--- config.mk ---
export PLATFORM = sky130hd
export DESIGN_NAME = alu_cmd_sequencer
export DESIGN_NICKNAME = d
export VERILOG_FILES = /design/src/rtl/alu_cmd_sequencer.sv
export SDC_FILE = /design/constraint.sdc
export NUM_CORES = 1
export LEC_CHECK = 0
export CELL_PAD_IN_SITES_DETAIL_PLACEMENT = 1
export CELL_PAD_IN_SITES_GLOBAL_PLACEMENT = 1
export CORE_UTILIZATION = 25
export CTS_CLUSTER_SIZE = 30
export DETAILED_ROUTE_END_ITERATION = 10
export HOLD_SLACK_MARGIN = 0.1
export PLACE_DENSITY_LB_ADDON = 0.1
export SLEW_MARGIN = 20
export SYNTH_ARGS = -nofsm -noshare
export SYNTH_HDL_FRONTEND = slang
export SYNTH_SLANG_ARGS = --single-unit
--- constraint.sdc ---
create_clock -name clk -period 2.35 [get_ports clk]
set_input_delay 0.47 -clock clk [delete_from_list [all_inputs] [get_ports clk]]
set_output_delay 0.47 -clock clk [all_outputs]
set_load 0.03 [all_outputs]
--- src/rtl/alu_cmd_sequencer.sv ---
// rtl/alu_cmd_sequencer.sv - command FIFO and sequencer that drives a 16-bit ALU
//
// Accepts ALU commands over a valid/ready interface and queues them in a small
// FIFO. Each command is checked, driven onto the ALU inputs, and the result is
// captured after the ALU latency. The result is then returned over a second
// valid/ready interface.
//
// Ports:
//   clk, rst                 clock (rising edge), asynchronous active-low reset
//   cmd_valid/cmd_ready      command handshake; cmd_fn, cmd_a, cmd_b payload
//   alu_fn_sel/alu_data_a/b  registered ALU inputs, held between operations
//   alu_data_out/zero/carry  ALU result inputs, sampled after ALU_LAT cycles
//   rsp_valid/rsp_ready      response handshake; rsp_data, rsp_zero, rsp_carry,
//                            rsp_err payload
//   busy                     sequencer active or commands still queued
//   op_count                 completed responses, wraps at 256
module alu_cmd_sequencer #(
  parameter int DATA_W     = 16,
  parameter int FN_W       = 4,
  parameter int FIFO_DEPTH = 4,
  parameter int ALU_LAT    = 1,
  parameter int FN_MAX     = 8
) (
  input  logic              clk,
  input  logic              rst,
  input  logic              cmd_valid,
  output logic              cmd_ready,
  input  logic [FN_W-1:0]   cmd_fn,
  input  logic [DATA_W-1:0] cmd_a,
  input  logic [DATA_W-1:0] cmd_b,
  output logic [FN_W-1:0]   alu_fn_sel,
  output logic [DATA_W-1:0] alu_data_a,
  output logic [DATA_W-1:0] alu_data_b,
  input  logic [DATA_W-1:0] alu_data_out,
  input  logic              alu_zero_flag,
  input  logic              alu_carry_flag,
  output logic              rsp_valid,
  input  logic              rsp_ready,
  output logic [DATA_W-1:0] rsp_data,
  output logic              rsp_zero,
  output logic              rsp_carry,
  output logic              rsp_err,
  output logic              busy,
  output logic [7:0]        op_count
);

  localparam int PTR_W  = $clog2(FIFO_DEPTH);
  localparam int CNT_W  = PTR_W + 1;
  localparam int WAIT_W = $clog2(ALU_LAT + 1);
  localparam int ENT_W  = FN_W + 2 * DATA_W;

  localparam logic [FN_W-1:0] FN_MAX_L = FN_W'(FN_MAX);
  localparam logic [FN_W-1:0] FN_DIV   = FN_W'(3);

  typedef enum logic [1:0] {
    S_IDLE,
    S_ISSUE,
    S_WAIT,
    S_RESP
  } state_t;

  state_t state, state_next;

  logic [ENT_W-1:0]  fifo_mem [FIFO_DEPTH];
  logic [PTR_W-1:0]  wr_ptr, rd_ptr;
  logic [CNT_W-1:0]  count, count_next;
  logic              fifo_empty, push, pop;

  logic [FN_W-1:0]   head_fn;
  logic [DATA_W-1:0] head_a, head_b;
  logic              head_bad;

  logic [FN_W-1:0]   hold_fn;
  logic [DATA_W-1:0] hold_a, hold_b;
  logic [WAIT_W-1:0] wait_cnt;

  assign fifo_empty = (count == '0);
  assign push       = cmd_valid && cmd_ready;
  assign pop        = (state == S_IDLE) && !fifo_empty;

  assign {head_fn, head_a, head_b} = fifo_mem[rd_ptr];
  // Illegal function codes and divide-by-zero never reach the ALU.
  assign head_bad = (head_fn > FN_MAX_L) || ((head_fn == FN_DIV) && (head_b == '0));

  assign rsp_valid = (state == S_RESP);
  assign busy      = (state != S_IDLE) || !fifo_empty;

  // ---------------- command FIFO ----------------
  always_ff @(posedge clk) begin
    if (push) begin
      fifo_mem[wr_ptr] <= {cmd_fn, cmd_a, cmd_b};
    end
  end

  always_comb begin
    count_next = count;
    case ({push, pop})
      2'b10:   count_next = count + CNT_W'(1);
      2'b01:   count_next = count - CNT_W'(1);
      default: count_next = count;
    endcase
  end

  // cmd_ready is registered from the next count, so it never looks ahead to
  // a pop in the same cycle: a full FIFO refuses a push even while popping.
  always_ff @(posedge clk or negedge rst) begin
    if (!rst) begin
      wr_ptr    <= '0;
      rd_ptr    <= '0;
      count     <= '0;
      cmd_ready <= 1'b0;
    end else begin
      if (push) wr_ptr <= wr_ptr + PTR_W'(1);
      if (pop)  rd_ptr <= rd_ptr + PTR_W'(1);
      count     <= count_next;
      cmd_ready <= (count_next != CNT_W'(FIFO_DEPTH));
    end
  end

  // ---------------- sequencer FSM ----------------
  always_ff @(posedge clk or negedge rst) begin
    if (!rst) begin
      state <= S_IDLE;
    end else begin
      state <= state_next;
    end
  end

  always_comb begin
    state_next = state;
    case (state)
      S_IDLE: begin
        if (!fifo_empty) begin
          state_next = head_bad ? S_RESP : S_ISSUE;
        end
      end
      S_ISSUE: state_next = S_WAIT;
      S_WAIT: begin
        if (wait_cnt == '0) begin
          state_next = S_RESP;
        end
      end
      S_RESP: begin
        if (rsp_ready) begin
          state_next = S_IDLE;
        end
      end
      default: state_next = S_IDLE;
    endcase
  end

  // ---------------- datapath ----------------
  always_ff @(posedge clk or negedge rst) begin
    if (!rst) begin
      hold_fn    <= '0;
      hold_a     <= '0;
      hold_b     <= '0;
      alu_fn_sel <= '0;
      alu_data_a <= '0;
      alu_data_b <= '0;
      wait_cnt   <= '0;
      rsp_data   <= '0;
      rsp_zero   <= 1'b0;
      rsp_carry  <= 1'b0;
      rsp_err    <= 1'b0;
      op_count   <= '0;
    end else begin
      case (state)
        S_IDLE: begin
          if (pop) begin
            hold_fn <= head_fn;
            hold_a  <= head_a;
            hold_b  <= head_b;
            if (head_bad) begin
              rsp_data  <= '0;
              rsp_zero  <= 1'b0;
              rsp_carry <= 1'b0;
              rsp_err   <= 1'b1;
            end
          end
        end
        S_ISSUE: begin
          // The ALU inputs change only here, so they stay put during WAIT
          // and keep their last values between operations.
          alu_fn_sel <= hold_fn;
          alu_data_a <= hold_a;
          alu_data_b <= hold_b;
          wait_cnt   <= WAIT_W'(ALU_LAT);
        end
        S_WAIT: begin
          if (wait_cnt == '0) begin
            rsp_data  <= alu_data_out;
            rsp_zero  <= alu_zero_flag;
            rsp_carry <= alu_carry_flag;
            rsp_err   <= 1'b0;
          end else begin
            wait_cnt <= wait_cnt - WAIT_W'(1);
          end
        end
        S_RESP: begin
          if (rsp_ready) begin
            op_count <= op_count + 8'd1;
          end
        end
        default: ;
      endcase
    end
  end

endmodule

-- After elaboration in Yosys (flattened, before gate mapping)
Memories as Yosys holds them, arrays and structs flattened.
Index checks and enable logic that the tools add are counted.
- bits in registers: 110
- bits in writable memories: 144
- output and inout port bits: 66
- logic and storage cells: 77
- memories kept: 1
- add/sub/neg operators: 6
- magnitude comparators: 1
- eq/ne operators: 12
- multiplexer cells: 24
- reduce and logical (&&, ||, !) cells: 16
- memory list (name ; words ; bits a word ; read ports ; clocked after Yosys merged registers in ; write ports ; RTL line ; RTL):
    fifo_mem ; 4 ; 36 ; 1 ; 0 ; 1 ; 64 ; logic [ENT_W-1:0] fifo_mem [FIFO_DEPTH];
- operators by type and width (cell ; number):
    $mux 16 ; 3
    $pmux 16 s2 ; 1
    $logic_not 16->1 ; 1
    $mux 1 ; 10
    $add 8x1->8 const B ; 1
    $mux 2 ; 4
    $ne 2x2->1 const B ; 4
    $pmux 1 s2 ; 4
    $pmux 2 s4 ; 1
    $eq 2x2->1 const B ; 3
    $pmux 3 s2 ; 1
    $reduce_bool 2->1 ; 3
    $add 2x1->2 const B ; 2
    $eq 2x1->1 const B ; 2
    $eq 4x2->1 const B ; 1
    $gt 4x4->1 const B ; 1
    $reduce_and 2->1 ; 2
    $reduce_and 4->1 ; 1
    $add 3x1->3 const B ; 1
    $logic_and 1x1->1 ; 3
    $logic_not 3->1 ; 1
    $ne 3x3->1 const B ; 1
    $reduce_and 3->1 ; 1
    $sub 3x1->3 const B ; 1
    other kinds (5) ; 6

-- Depth between registers and ports, before layout
Gate-level depths: netlist (run 1).
An unclocked memory read counts as a cell.
- word-level depth: 7
- gate-level depth with buffers: 12

-- Least setup slack after synthesis (run 1)
Ideal clock, no wire load.
- kind: flip-flop to flip-flop
- start point: reg state[0]
- end point: reg cmd_ready
- arrival time: 2.260 ns
- required time: 2.226 ns
- path slack: -0.034 ns
- cell stages (with the launch flop): 13
- buffers on the path: 1
- cell sequence: dfrtp_1 -> inv_1 -> ha_1 -> nand2b_1 -> inv_1 -> clkbuf_1 -> ha_1 -> inv_1 -> fa_1 -> xor2_1 -> nor2_1 -> xor2_1 -> nand2_1
- longest elaborated chain between the ends: 5
- elaborated cells between the ends (all ways): 6
- those cells by class: 3 x eq/ne; 1 x mux; 2 x reduce/logical
- ends and longest elaborated chain (what ; RTL line ; RTL):
    from (decl) ; 62 ; state_t state, state_next;
    from (signal assigned) ; 125 ; state <= state_next;
    $logic_not 2->1 (*) ; 79 ; assign pop = (state == S_IDLE) && !fifo_empty;
    $logic_and 1x1->1 (*) ; 79 ;
    net pop ; 67 ; logic fifo_empty, push, pop;
    $eq 2x1->1 or $eq 2x2->1 (tied branches) ; 97 ; case ({push, pop})
    $pmux 3 s2 (*) ; 97 ;
    net count_next[2] ; 66 ; logic [CNT_W-1:0] count, count_next;
    $ne 3x3->1 (*) ; 116 ; cmd_ready <= (count_next != CNT_W'(FIFO_DEPTH));
    to (signal assigned) ; 116 ;
    to (decl) ; 27 ; output logic cmd_ready,
Mark *: on every way through the listed nets, which the timed path passes. The rest lies on a longest branch.
A chain may end at the register's enable or synchronous reset.

-- Worst setup path in the final report (run 1)
- start point: reg rd_ptr[0]
- end point: reg rsp_zero
- longest elaborated chain between the ends: 6
- elaborated cells between the ends (all ways): 8
- those cells by class: 1 x order compare; 2 x eq/ne; 4 x reduce/logical; 1 x memory
- ends and longest elaborated chain (what ; RTL line ; RTL):
    from (decl) ; 65 ; logic [PTR_W-1:0] wr_ptr, rd_ptr;
    from (signal assigned) ; 114 ; if (pop) rd_ptr <= rd_ptr + PTR_W'(1);
    $mem_v2 4x36 (*) ; -- ;
    branches (longest 2 deep; another with $gt 4x4->1) ; -- ;
    $logic_or 1x1->1 (*) ; 83 ; assign head_bad = (head_fn > FN_MAX_L) || ((head_fn == FN_DIV) && (head_b == '0));
    $ne 2x2->1 (no line) (*) ; -- ;
    $reduce_and 4->1 (no line) (*) ; -- ;
    to (signal assigned) ; 193 ; rsp_zero <= alu_zero_flag;
    to (decl) ; 40 ; output logic rsp_zero,
Mark *: on every way between the ends.

==> results of run 1 <==
[critical path, stage by stage, from the launching register on]
cell and delay (ns):
dfrtp_2 0.42, buf_6 0.16, mux4_2 0.52, or4b_4 0.61, buf_6 0.20, nor3_1 0.24, a2bb2oi_1 0.09, o21ai_0 0.09
[logic make-up (layout without fill, tap and decap cells)]
| logic type | count (synthesis) | count (layout) | share of synthesized area |
|---|---|---|---|
| and+or+nand+nor | 205 | 206 | 0.0881 |
| other | 0 | 1 | 0 |
| muxes | 76 | 76 | 0.125 |
| adders and majority gates | 11 | 11 | 0.0144 |
| DFF | 254 | 254 | 0.702 |
| AOI/OAI and AO/OA | 46 | 46 | 0.0372 |
| xor gates and xnor gates | 13 | 13 | 0.0113 |
| buffers and inverters | 46 | 242 | 0.0220 |
[layout by cell type, fill, tap and decap left out, drive strengths merged, types with 2 or more instances in the layout]
master and instances:
nand2b 2, inv 12, a211oi 2, and3 6, mux4 36, clkbuf 46
nor2 8, mux2 38, o21ai 20, nand3 20, a2bb2oi 18, or4b 4
buf 49, nor4 4, clkdlybuf4s50 120, nor3 21, dfrtp 110, mux2i 2
nand4 2, xor2 4, clkinv 8, nand2 137, ha 10, bufinv 4
xnor2 9, edfxtp 144
[cell type report]
cell class | count | area share
Multi-Input combinational cell | 352 | 0.212
Tap cell | 525 | 0.0485
Sequential cell | 254 | 0.523
Clock buffer | 44 | 0.0623
Timing Repair Buffer | 174 | 0.137
Antenna cell | 1 | 0.000185
Inverter | 12 | 0.00333
Clock inverter | 12 | 0.0136
[worst paths after layout]
path	startpoint	endpoint	slack [ns]
setup reg to reg	rd_ptr[0]	rsp_zero	-0.11
hold reg to reg	hold_b[11]	hold_b[11]	0.47
setup / recovery	rd_ptr[0]	rsp_zero	-0.11
hold / removal	rst	rsp_data[10]	0.32
min in group clk	hold_b[11]	hold_b[11]	0.47
max in group asynchronous	rst	alu_data_a[0]	1.31
[metal layers]
layer | GRT usage | vias up | share of wire
li1 | - | 2745 | -
met1 | 0.163 | 3091 | 0.45
met2 | 0.215 | 141 | 0.48
met3 | 0.0276 | 37 | 0.057
met4 | 0.0330 | 2 | 0.017
met5 | 0 | - | 0.00042
[sequential cells by signal, summed over array words and instances, names as in the netlist]
name / cells
rsp_carry: 1
op_count: 8
rsp_err: 1
count: 3
rsp_data: 16
hold_fn: 4
alu_fn_sel: 4
rsp_zero: 1
hold_b: 16
rd_ptr: 2
fifo_mem: 144
state: 2
cmd_ready: 1
alu_data_a: 16
hold_a: 16
wait_cnt: 1
wr_ptr: 2
alu_data_b: 16
[power by group]
group,internal (mW),total (mW),leakage (nW),switching (mW)
registers,6.14,6.84,2.69,0.697
clock network,2.92,4.74,0.503,1.82
logic,3.31,7.29,1.99,3.98
total,12.4,18.9,5.19,6.50
[timing repair]
action                                  in CTS  in global routing
gates resized for setup                     20                 17
endpoints found under the setup margin      22                 21
endpoints found under the hold margin       63                  0
pin swaps                                    2                  5
cloned                                       1                  3
hold buffers                                 1                  0
setup buffers                                3                  5
[through the flow]
step	hold WS [ns]	TNS [ns]	util
2_1_floorplan	0.174	0	-
3_3_place_gp	0.375	-2.84	0.308
3_5_place_dp	0.379	-3.74	0.308
4_1_cts	0.301	-1.98	0.337
5_1_grt	0.333	-3.18	0.341
6_report	0.324	-1.32	0.341
==> flow_summary_export.csv, run 1 <==
group,metric,value,unit
run_status,status,"complete, but fails checks",
run_status,violations,"negative setup slack",
floorplanning,ios,124,
synth,syn-cell-area,0.0101,mm2
synth,ys_top_cells_by_area,"edfxtp_1 43%, dfrtp_1 27%, mux4_2 7.8%",
global_route,grt_pass1_vias,6711,
synth,synth.most_common_cell,"edfxtp_1",
floorplanning,die_x,203,um
clock_tree,clock_path_buffers,3,
synth,yosys.area.top_type,"edfxtp_1",
timing,finalSetupViolCount,19,
timing,hold_viol,0,
clock_tree,htreeDepth,1,
flow_run,cap_violations,0,
timing,max_freq,407,MHz
floorplanning,die_height,203,um
synth,syn-mean-instance-area,15.5,um2
clock_tree,tritoncts,"done",
clock_tree,root_buffer,"clkbuf_16",
power,ir_worst_vdd,639,uV
worst_setup_path,start_kind,"flop",
clock_tree,clk_pin_slew,0.06,ns
finish,seq_area,0.00708,mm2
finish,fillers,4113,
finish,final_cells,1374,
worst_setup_path,worstPathArrival,2.92,ns
synth,synth_top_area_frac,0.429,
floorplanning,coreArea,0.0397,mm2
finish,multi_input_area,0.00287,mm2
synth,synth_warnings,0,
drt,routed_wl,26.0,mm
synth,async_reset_ff_frac,0.433,
placement,io_buffers,123,
clock_tree,clk_latency,0.58,ns
synth,synth-edff-count,144,
drt,detail-route-antenna-nets,0,
global_route,antenna_found_initial,2,
global_route,grt_max_degree,38,
synth,synth.net_count,720,
timing,timing.final.ws_setup,-0.108,ns
placement,dp.cells,1305,
drt,vias,6016,
synth,yosys.cell_types.count,41,
worst_setup_path,critPathMaxFanout,19,
placement,place_ws,-0.233,ns
finish,syn_to_final_growth,34.3,%
drt,wire_per_inst,18.9,um
worst_setup_path,critPathKind,"reg2reg",
finish,final_nets,893,
floorplanning,design.die.area,0.0411,mm2
placement,gp_congestion,0.714,
clock_tree,cts_buffers,30,
placement,placed_cell_area,0.0123,mm2
drt,via_per_inst,4.38,
timing,period_minus_slack,2.46,ns
worst_setup_path,end_kind,"flop",
timing,maxSlewViolCount,0,
timing,tightest_slew,0.531,ns
drt,drc,0,
drt,drtIter0Drc,245,
timing,fin_skew,0.0317,ns
power,power.density,1390,mW/mm2
clock_tree,clkSinkCount,254,
finish,design_area,0.0135,mm2
timing,rsz0062_at_grt,"true",
synth,synth_cells,651,
global_route,overflow,0,
power,p_leak,5.19,nW
global_route,grtUsageTotal,0.127,
timing,min_period_over_period,1.05,
synth,synthTopCellsByCount,"144 x edfxtp_1, 137 x nand2_1, 110 x dfrtp_1",
placement,dp_hpwl,16.5,mm
min_path,worst_hold_path_type,"in2async",
synth,ys_ff_latch,254,
worst_setup_path,cp.required,2.81,ns
floorplanning,rows,73,
drt,first_pass_iters,4,
synth,ys_seq_area_frac,0.702,
worst_setup_path,r2r_cells,7,
timing,relSlewSlack,0.646,
floorplanning,start_util,0.254,
power,finalPower,18.9,mW
finish,drive_gt1_frac,0.248,
global_route,grt_pass1_wl,40.3,mm
synth,ys.flop_type,"edfxtp_1",
Power figures use the tool's default switching activity.
==> run 2: changes to the inputs <==
- CORE_UTILIZATION: 25 -> 42
==> run 2 against run 1 <==
Net effect: the run still ends with negative setup slack left; routed wire length decreased by 9.5%; die area shrank 40%; total power is 2.8% lower; sequential power barely moved; clock power is 16% lower; register-to-register slack improved by 0.06 ns; cell area is 1.5% lower; global-route usage up 6.9 points; non-clock buffer count is 5 higher; hold slack better by 0.15 ns; critical path type unchanged.
==> flow_summary_export.csv, run 2 (same netlist as run 1, synthesis figures left out) <==
group,metric,value,unit
drt,via_per_inst,5.14,
finish,multi_input_area,0.00313,mm2
worst_setup_path,path_cells,"buf_6 -> buf_6 -> mux4_2 -> buf_6 -> o31a_1 -> nor2_4 -> buf_6 -> o221a_1 -> o311ai_1",
timing,timing.final.ws_setup,-0.0457,ns
finish,fillers,2265,
timing,hold_viol,0,
floorplanning,ios,124,
timing,tightest_slew,0.482,ns
power,power.density,1380,mW/mm2
power,p_comb_frac,0.411,
flow_run,cap_violations,0,
worst_setup_path,r2r_setup_slack,-0.05,ns
floorplanning,design.die.area,0.0246,mm2
power,clkPwrFrac,0.216,
drt,detail-route-antenna-nets,0,
clock_tree,clk_pin_slew,0.06,ns
placement,dp_hpwl,14.9,mm
finish,final_common_cell,"edfxtp_1",
finish,max_flop_register,"fifo_mem",
finish,final_cells,1164,
timing,relSlewSlack,0.679,
clock_tree,cts_buffers,27,
drt,routed_wl,23.5,mm
placement,io_buffers,123,
worst_setup_path,path_common_cell,"buf_6",
placement,gp_congestion,0.773,
run_status,violations,"negative setup slack",
worst_setup_path,crit_buf_inv,4,
worst_setup_path,end_kind,"flop",
floorplanning,die_x,157,um
clock_tree,clock_path_buffers,3,
clock_tree,htreeDepth,1,
worst_setup_path,critPathMaxFanout,9,
clock_tree,tritoncts,"done",
floorplanning,start_util,0.428,
worst_setup_path,cpPeakStageDelay,0.52,ns
finish,final_nets,894,
finish,syn_to_final_growth,32.2,%
worst_setup_path,critPathKind,"reg2reg",
floorplanning,die_height,157,um
timing,period_minus_slack,2.40,ns
floorplanning,coreArea,0.0235,mm2
global_route,overflow,0,
worst_setup_path,slowest_stage,"mux4_2",
worst_setup_path,cp.required,2.75,ns
timing,finalSetupViolCount,6,
min_path,worst_hold_path_type,"in2async",
timing,rsz0062_at_grt,"true",
timing,tns,-0.201,ns
global_route,antenna_found_initial,0,
clock_tree,clk_latency,0.53,ns
power,p_leak,5.20,nW
finish,seq_area,0.00708,mm2
clock_tree,clkSinkCount,254,
power,finalPower,18.3,mW
finish,largest_register_ffs,144,
timing,fin_skew,0.0103,ns
global_route,grt_pass1_vias,6566,
worst_setup_path,start_kind,"flop",
global_route,grtUsageTotal,0.196,
power,ir_worst_vdd,727,uV
drt,drtIter0Drc,275,
timing,min_period_over_period,1.02,
global_route,grt_max_degree,63,
global_route,grt_pass1_wl,36.7,mm
timing,maxSlewViolCount,0,
finish,diodes,0,
drt,drc,0,
power,intPower,11.9,mW
timing,max_freq,417,MHz
power,power_switching_share,0.353,
timing,hold_ws,0.470,ns
placement,dp.cells,1104,
drt,first_pass_iters,4,
finish,layout_common_cells,"144 x edfxtp_1, 137 x nand2_1, 120 x clkdlybuf4s50_1",
power,switching_power,6.47,mW
finish,drive_gt1_frac,0.286,
run_status,status,"complete, but fails checks",
clock_tree,root_buffer,"clkbuf_16",
power,pwr-share-seq,0.373,
drt,wire_per_inst,20.2,um
floorplanning,rows,56,
drt,vias,5984,
worst_setup_path,crit_family,"compound AO/OA/AOI/OAI gates",
worst_setup_path,worstPathArrival,2.80,ns
==> run 2: tightest hold or removal path, delay by kind of cell <==
family / cells / cell delay, ns
buffers and inverters: 3 / 0.89
==> run 2: worst paths after layout <==
| path | startpoint | to | cells past startpoint |
|---|---|---|---|
| min in group clk | hold_b[2] | hold_b[2] | 2 |
| setup / recovery | rd_ptr[0] | rsp_err | 9 |
| hold / removal | rst | op_count[7] | 3 |
| max in group asynchronous | rst | alu_data_a[1] | 3 |
| setup reg to reg | rd_ptr[0] | rsp_err | 9 |
| hold reg to reg | hold_b[2] | hold_b[2] | 2 |
==> run 2: final cells by class <==
cell class                      count  area share
Clock buffer                       31      0.0518
Clock inverter                     18     0.00957
Inverter                           12     0.00338
Multi-Input combinational cell    351       0.234
Sequential cell                   254       0.531
Tap cell                          319      0.0299
Timing Repair Buffer              179       0.140
==> run 2: per-layer routing <==
metal / global-route usage / share of wire / vias to the layer above
met2: 0.345 / 0.51 / 152
met4: 0.0542 / 0.021 / 0
li1: - / - / 2745
met1: 0.248 / 0.42 / 3044
met3: 0.0339 / 0.051 / 43
met5: 0 / 0 / -
==> run 2: what timing repair did <==
action	in CTS	in global routing
pin swaps	4	10
setup endpoints to repair	23	23
setup buffers	7	2
hold endpoints to repair	110	0
hold buffers	1	0
resized for setup	52	45
gates cloned	3	0
==> run 2: power by group through the flow <==
stage / logic (mW) / clock network (mW) / registers [mW]
floorplan: 3.46 / 0 / 7.64
global placement: 6.81 / 0 / 6.83
detailed placement: 7.01 / 0 / 6.92
CTS: 7.49 / 4.07 / 6.86
global route: 8.13 / 4.21 / 6.99
finish: 7.55 / 3.96 / 6.84
==> run 2: per-stage QoR <==
step	setup WS (ns)	cell area, um2	utilization
2_1_floorplan	0.0202	10100	-
3_3_place_gp	-0.0671	12000	0.510
3_5_place_dp	-0.155	12000	0.510
4_1_cts	-0.0996	13100	0.558
5_1_grt	-0.138	13300	0.566
6_report	-0.0457	13300	0.566
==> run 3: changes to the inputs <==
- ABC_AREA: default -> 1
- CORE_UTILIZATION: 42 -> 40
==> run 3 against run 2 <==
Net effect: clock skew is 0.011 ns higher; via count is 9.9% higher; utilization is 4.2 points lower; maximum frequency is 10% higher; the run now ends clean.
==> flow_summary_export.csv, run 3 <==
group,metric,value,unit
synth,async_reset_ff_frac,0.433,
global_route,grt_pass1_vias,6936,
power,power_switching_share,0.366,
timing,finalSetupViolCount,0,
clock_tree,clock_path_buffers,3,
synth,synth_warnings,0,
clock_tree,cts_buffers,28,
power,clkPwrFrac,0.251,
floorplanning,die_x,160,um
worst_setup_path,cp-endpoint,"count[2]",
global_route,grt.busiest_layer,"met2",
synth,ys.flop_type,"edfxtp_1",
global_route,grt_max_degree,47,
flow_run,cap_violations,0,
synth,synthTopCellsByCount,"214 x nand2_1, 144 x edfxtp_1, 110 x dfrtp_1",
finish,drive_gt1_frac,0.115,
floorplanning,design.die.area,0.0257,mm2
floorplanning,coreArea,0.0245,mm2
drt,first_pass_iters,4,
finish,final_common_cell,"nand2_1",
finish,final_nets,1064,
worst_setup_path,crit_start,"state[1]",
drt,drtIter0Drc,314,
worst_setup_path,cp.required,2.77,ns
finish,final_cells,1341,
global_route,grt_util_met3,0.0327,
placement,gp_congestion,0.737,
placement,dp_hpwl,14.8,mm
synth,ys_top_cells_by_area,"edfxtp_1 43%, dfrtp_1 28%, nand2_1 8.0%",
timing,relSlewSlack,0.728,
drt,detail-route-antenna-nets,0,
power,p_comb_frac,0.388,
worst_setup_path,r2r-end,"count[2]",
worst_setup_path,crit_buf_inv,4,
clock_tree,tritoncts,"done",
finish,syn_to_final_growth,28.1,%
clock_tree,root_buffer,"clkbuf_16",
synth,synth.net_count,924,
placement,io_buffers,123,
worst_setup_path,start_kind,"flop",
floorplanning,ios,124,
timing,max_freq,460,MHz
finish,largest_register_ffs,144,
worst_setup_path,critPathMaxFanout,6,
finish,fillers,2545,
synth,synth.most_common_cell,"nand2_1",
global_route,grt_pass1_wl,38.1,mm
synth,synth_top_area_frac,0.432,
floorplanning,start_util,0.409,
timing,hold_ws,0.377,ns
floorplanning,rows,57,
clock_tree,htreeDepth,1,
timing,period_minus_slack,2.17,ns
synth,synth-edff-count,144,
drt,wire_per_inst,17.4,um
power,finalPower,18.4,mW
worst_setup_path,path_common_cell,"inv_1",
drt,via_per_inst,4.90,
power,p_leak,5.27,nW
timing,min_period_over_period,0.924,
worst_setup_path,cpPeakStageDelay,0.40,ns
drt,drc,0,
worst_setup_path,critPathKind,"reg2reg",
synth,syn-cell-area,0.0100,mm2
timing,maxSlewViolCount,0,
worst_setup_path,slowest_stage,"dfrtp_1",
timing,rsz0062_at_grt,"false",
timing,tightest_slew,0.407,ns
placement,dp.cells,1287,
floorplanning,die_height,160,um
power,ir_worst_vdd,680,uV
worst_setup_path,r2r_cells,11,
worst_setup_path,path_cells,"inv_1 -> ha_2 -> nand2_1 -> clkinv_1 -> ha_1 -> inv_1 -> fa_1 -> a21oi_1 -> o21ai_0 -> xor2_1 -> buf_4",
global_route,met1_usage,0.260,
synth,ys_seq_area_frac,0.707,
finish,layout_common_cells,"214 x nand2_1, 144 x edfxtp_1, 120 x clkdlybuf4s50_1",
power,power.density,1440,mW/mm2
finish,diodes,0,
worst_setup_path,r2r-start,"state[1]",
worst_setup_path,worstPathArrival,2.59,ns
synth,yosys.cell_types.count,26,
power,pwr-share-seq,0.361,
global_route,grtUsageTotal,0.189,
finish,finalCoreUtilization,0.524,
run_status,status,"finished, final reports clean",
synth,yosys.area.top_type,"edfxtp_1",
synth,synth_cells,855,
power,switching_power,6.74,mW
worst_setup_path,r2r_setup_slack,0.18,ns
min_path,worst_hold_path_type,"in2async",
global_route,grt_util_met2,0.314,
timing,hold_viol,0,
worst_setup_path,crit_cells,11,
worst_setup_path,crit_family,"adder cells",
clock_tree,clk_pin_slew,0.06,ns
drt,vias,6577,
global_route,antenna_found_initial,0,
finish,max_flop_register,"fifo_mem",
drt,routed_wl,23.3,mm
global_route,overflow,0,
clock_tree,clk_latency,0.54,ns
synth,ys_ff_latch,254,
synth,syn-mean-instance-area,11.7,um2
timing,tns,0,ns
power,intPower,11.7,mW
clock_tree,clkSinkCount,254,
worst_setup_path,end_kind,"flop",
timing,fin_skew,0.0209,ns
==> run 3: cell count changes in the layout (fill, tap and decap cells not counted), moves of 9 or more <==
cell and delta:
a21oi_1 +12, a2bb2oi_2 -15, a31oi_1 +9, buf_4 -15, buf_6 -11, inv_1 +36
mux2_2 -9, mux4_2 -36, nand2_1 +77, nand3_1 +45, nor2_1 +73, nor3_2 -10
o21ai_0 +63, o21ai_2 -11
==> run 3: worst min path at each step <==
stage | start | endpoint | depth (start not counted)
4_1_cts | rst | alu_data_b[3] | 2
3_3_place_gp | rst | op_count[7] | 1
3_5_place_dp | rst | alu_data_b[3] | 1
6_report | rst | alu_data_b[3] | 2
2_1_floorplan | rst | alu_data_a[0] | 0
5_1_grt | rst | alu_data_b[8] | 2
==> run 3: logic make-up (layout without fill, tap and decap cells) <==
kind of cell | Yosys count | after routing | share of synthesized area
and+or+nand+nor | 366 | 366 | 0.147
adders and majority gates | 11 | 11 | 0.0145
muxes | 29 | 29 | 0.0326
AOI/OAI and AO/OA | 94 | 94 | 0.0499
xor gates and xnor gates | 11 | 11 | 0.00963
buffers and inverters | 90 | 252 | 0.0391
DFF | 254 | 254 | 0.707
==> run 3: layout make-up <==
class                      count  area [um2]  share of cell area
clock inverter                12         161              0.0126
clock buffer                  40         837              0.0653
tap                          324         405              0.0316
inverter                      48         181              0.0142
timing repair buffer         152        1580               0.123
multi-input combinational    511        2570               0.201
sequential                   254        7080               0.552
==> run 3: metal layers <==
| layer | share of wire | routed length (um) |
|---|---|---|
| met5 | 0 | 0 |
| met4 | 0.014 | 338 |
| met3 | 0.050 | 1170 |
| met2 | 0.47 | 11000 |
| met1 | 0.46 | 10800 |
==> run 3: power by group through the flow <==
stage	Clock (mW)	Sequential [mW]	Combinational, mW
detailed placement	0	6.75	7.21
global placement	0	6.70	7.10
CTS	4.73	6.67	7.28
floorplan	0	7.47	3.70
finish	4.61	6.65	7.14
global route	4.91	6.80	7.96
==> run 3: per-stage QoR <==
stage          instance area, um2  setup slack [ns]
2_1_floorplan               10000            -0.365
3_3_place_gp                11800             0.192
3_5_place_dp                11800             0.159
4_1_cts                     12800            0.0219
5_1_grt                     12800            0.0186
6_report                    12800             0.178
==> run 3: repair_timing <==
item,4_1_cts,5_1_grt
pin swaps,0,1
hold buffers,1,0
endpoints found under the hold margin,21,0
gates resized for setup,3,3
setup endpoints to repair,2,5
buffers inserted,0,1
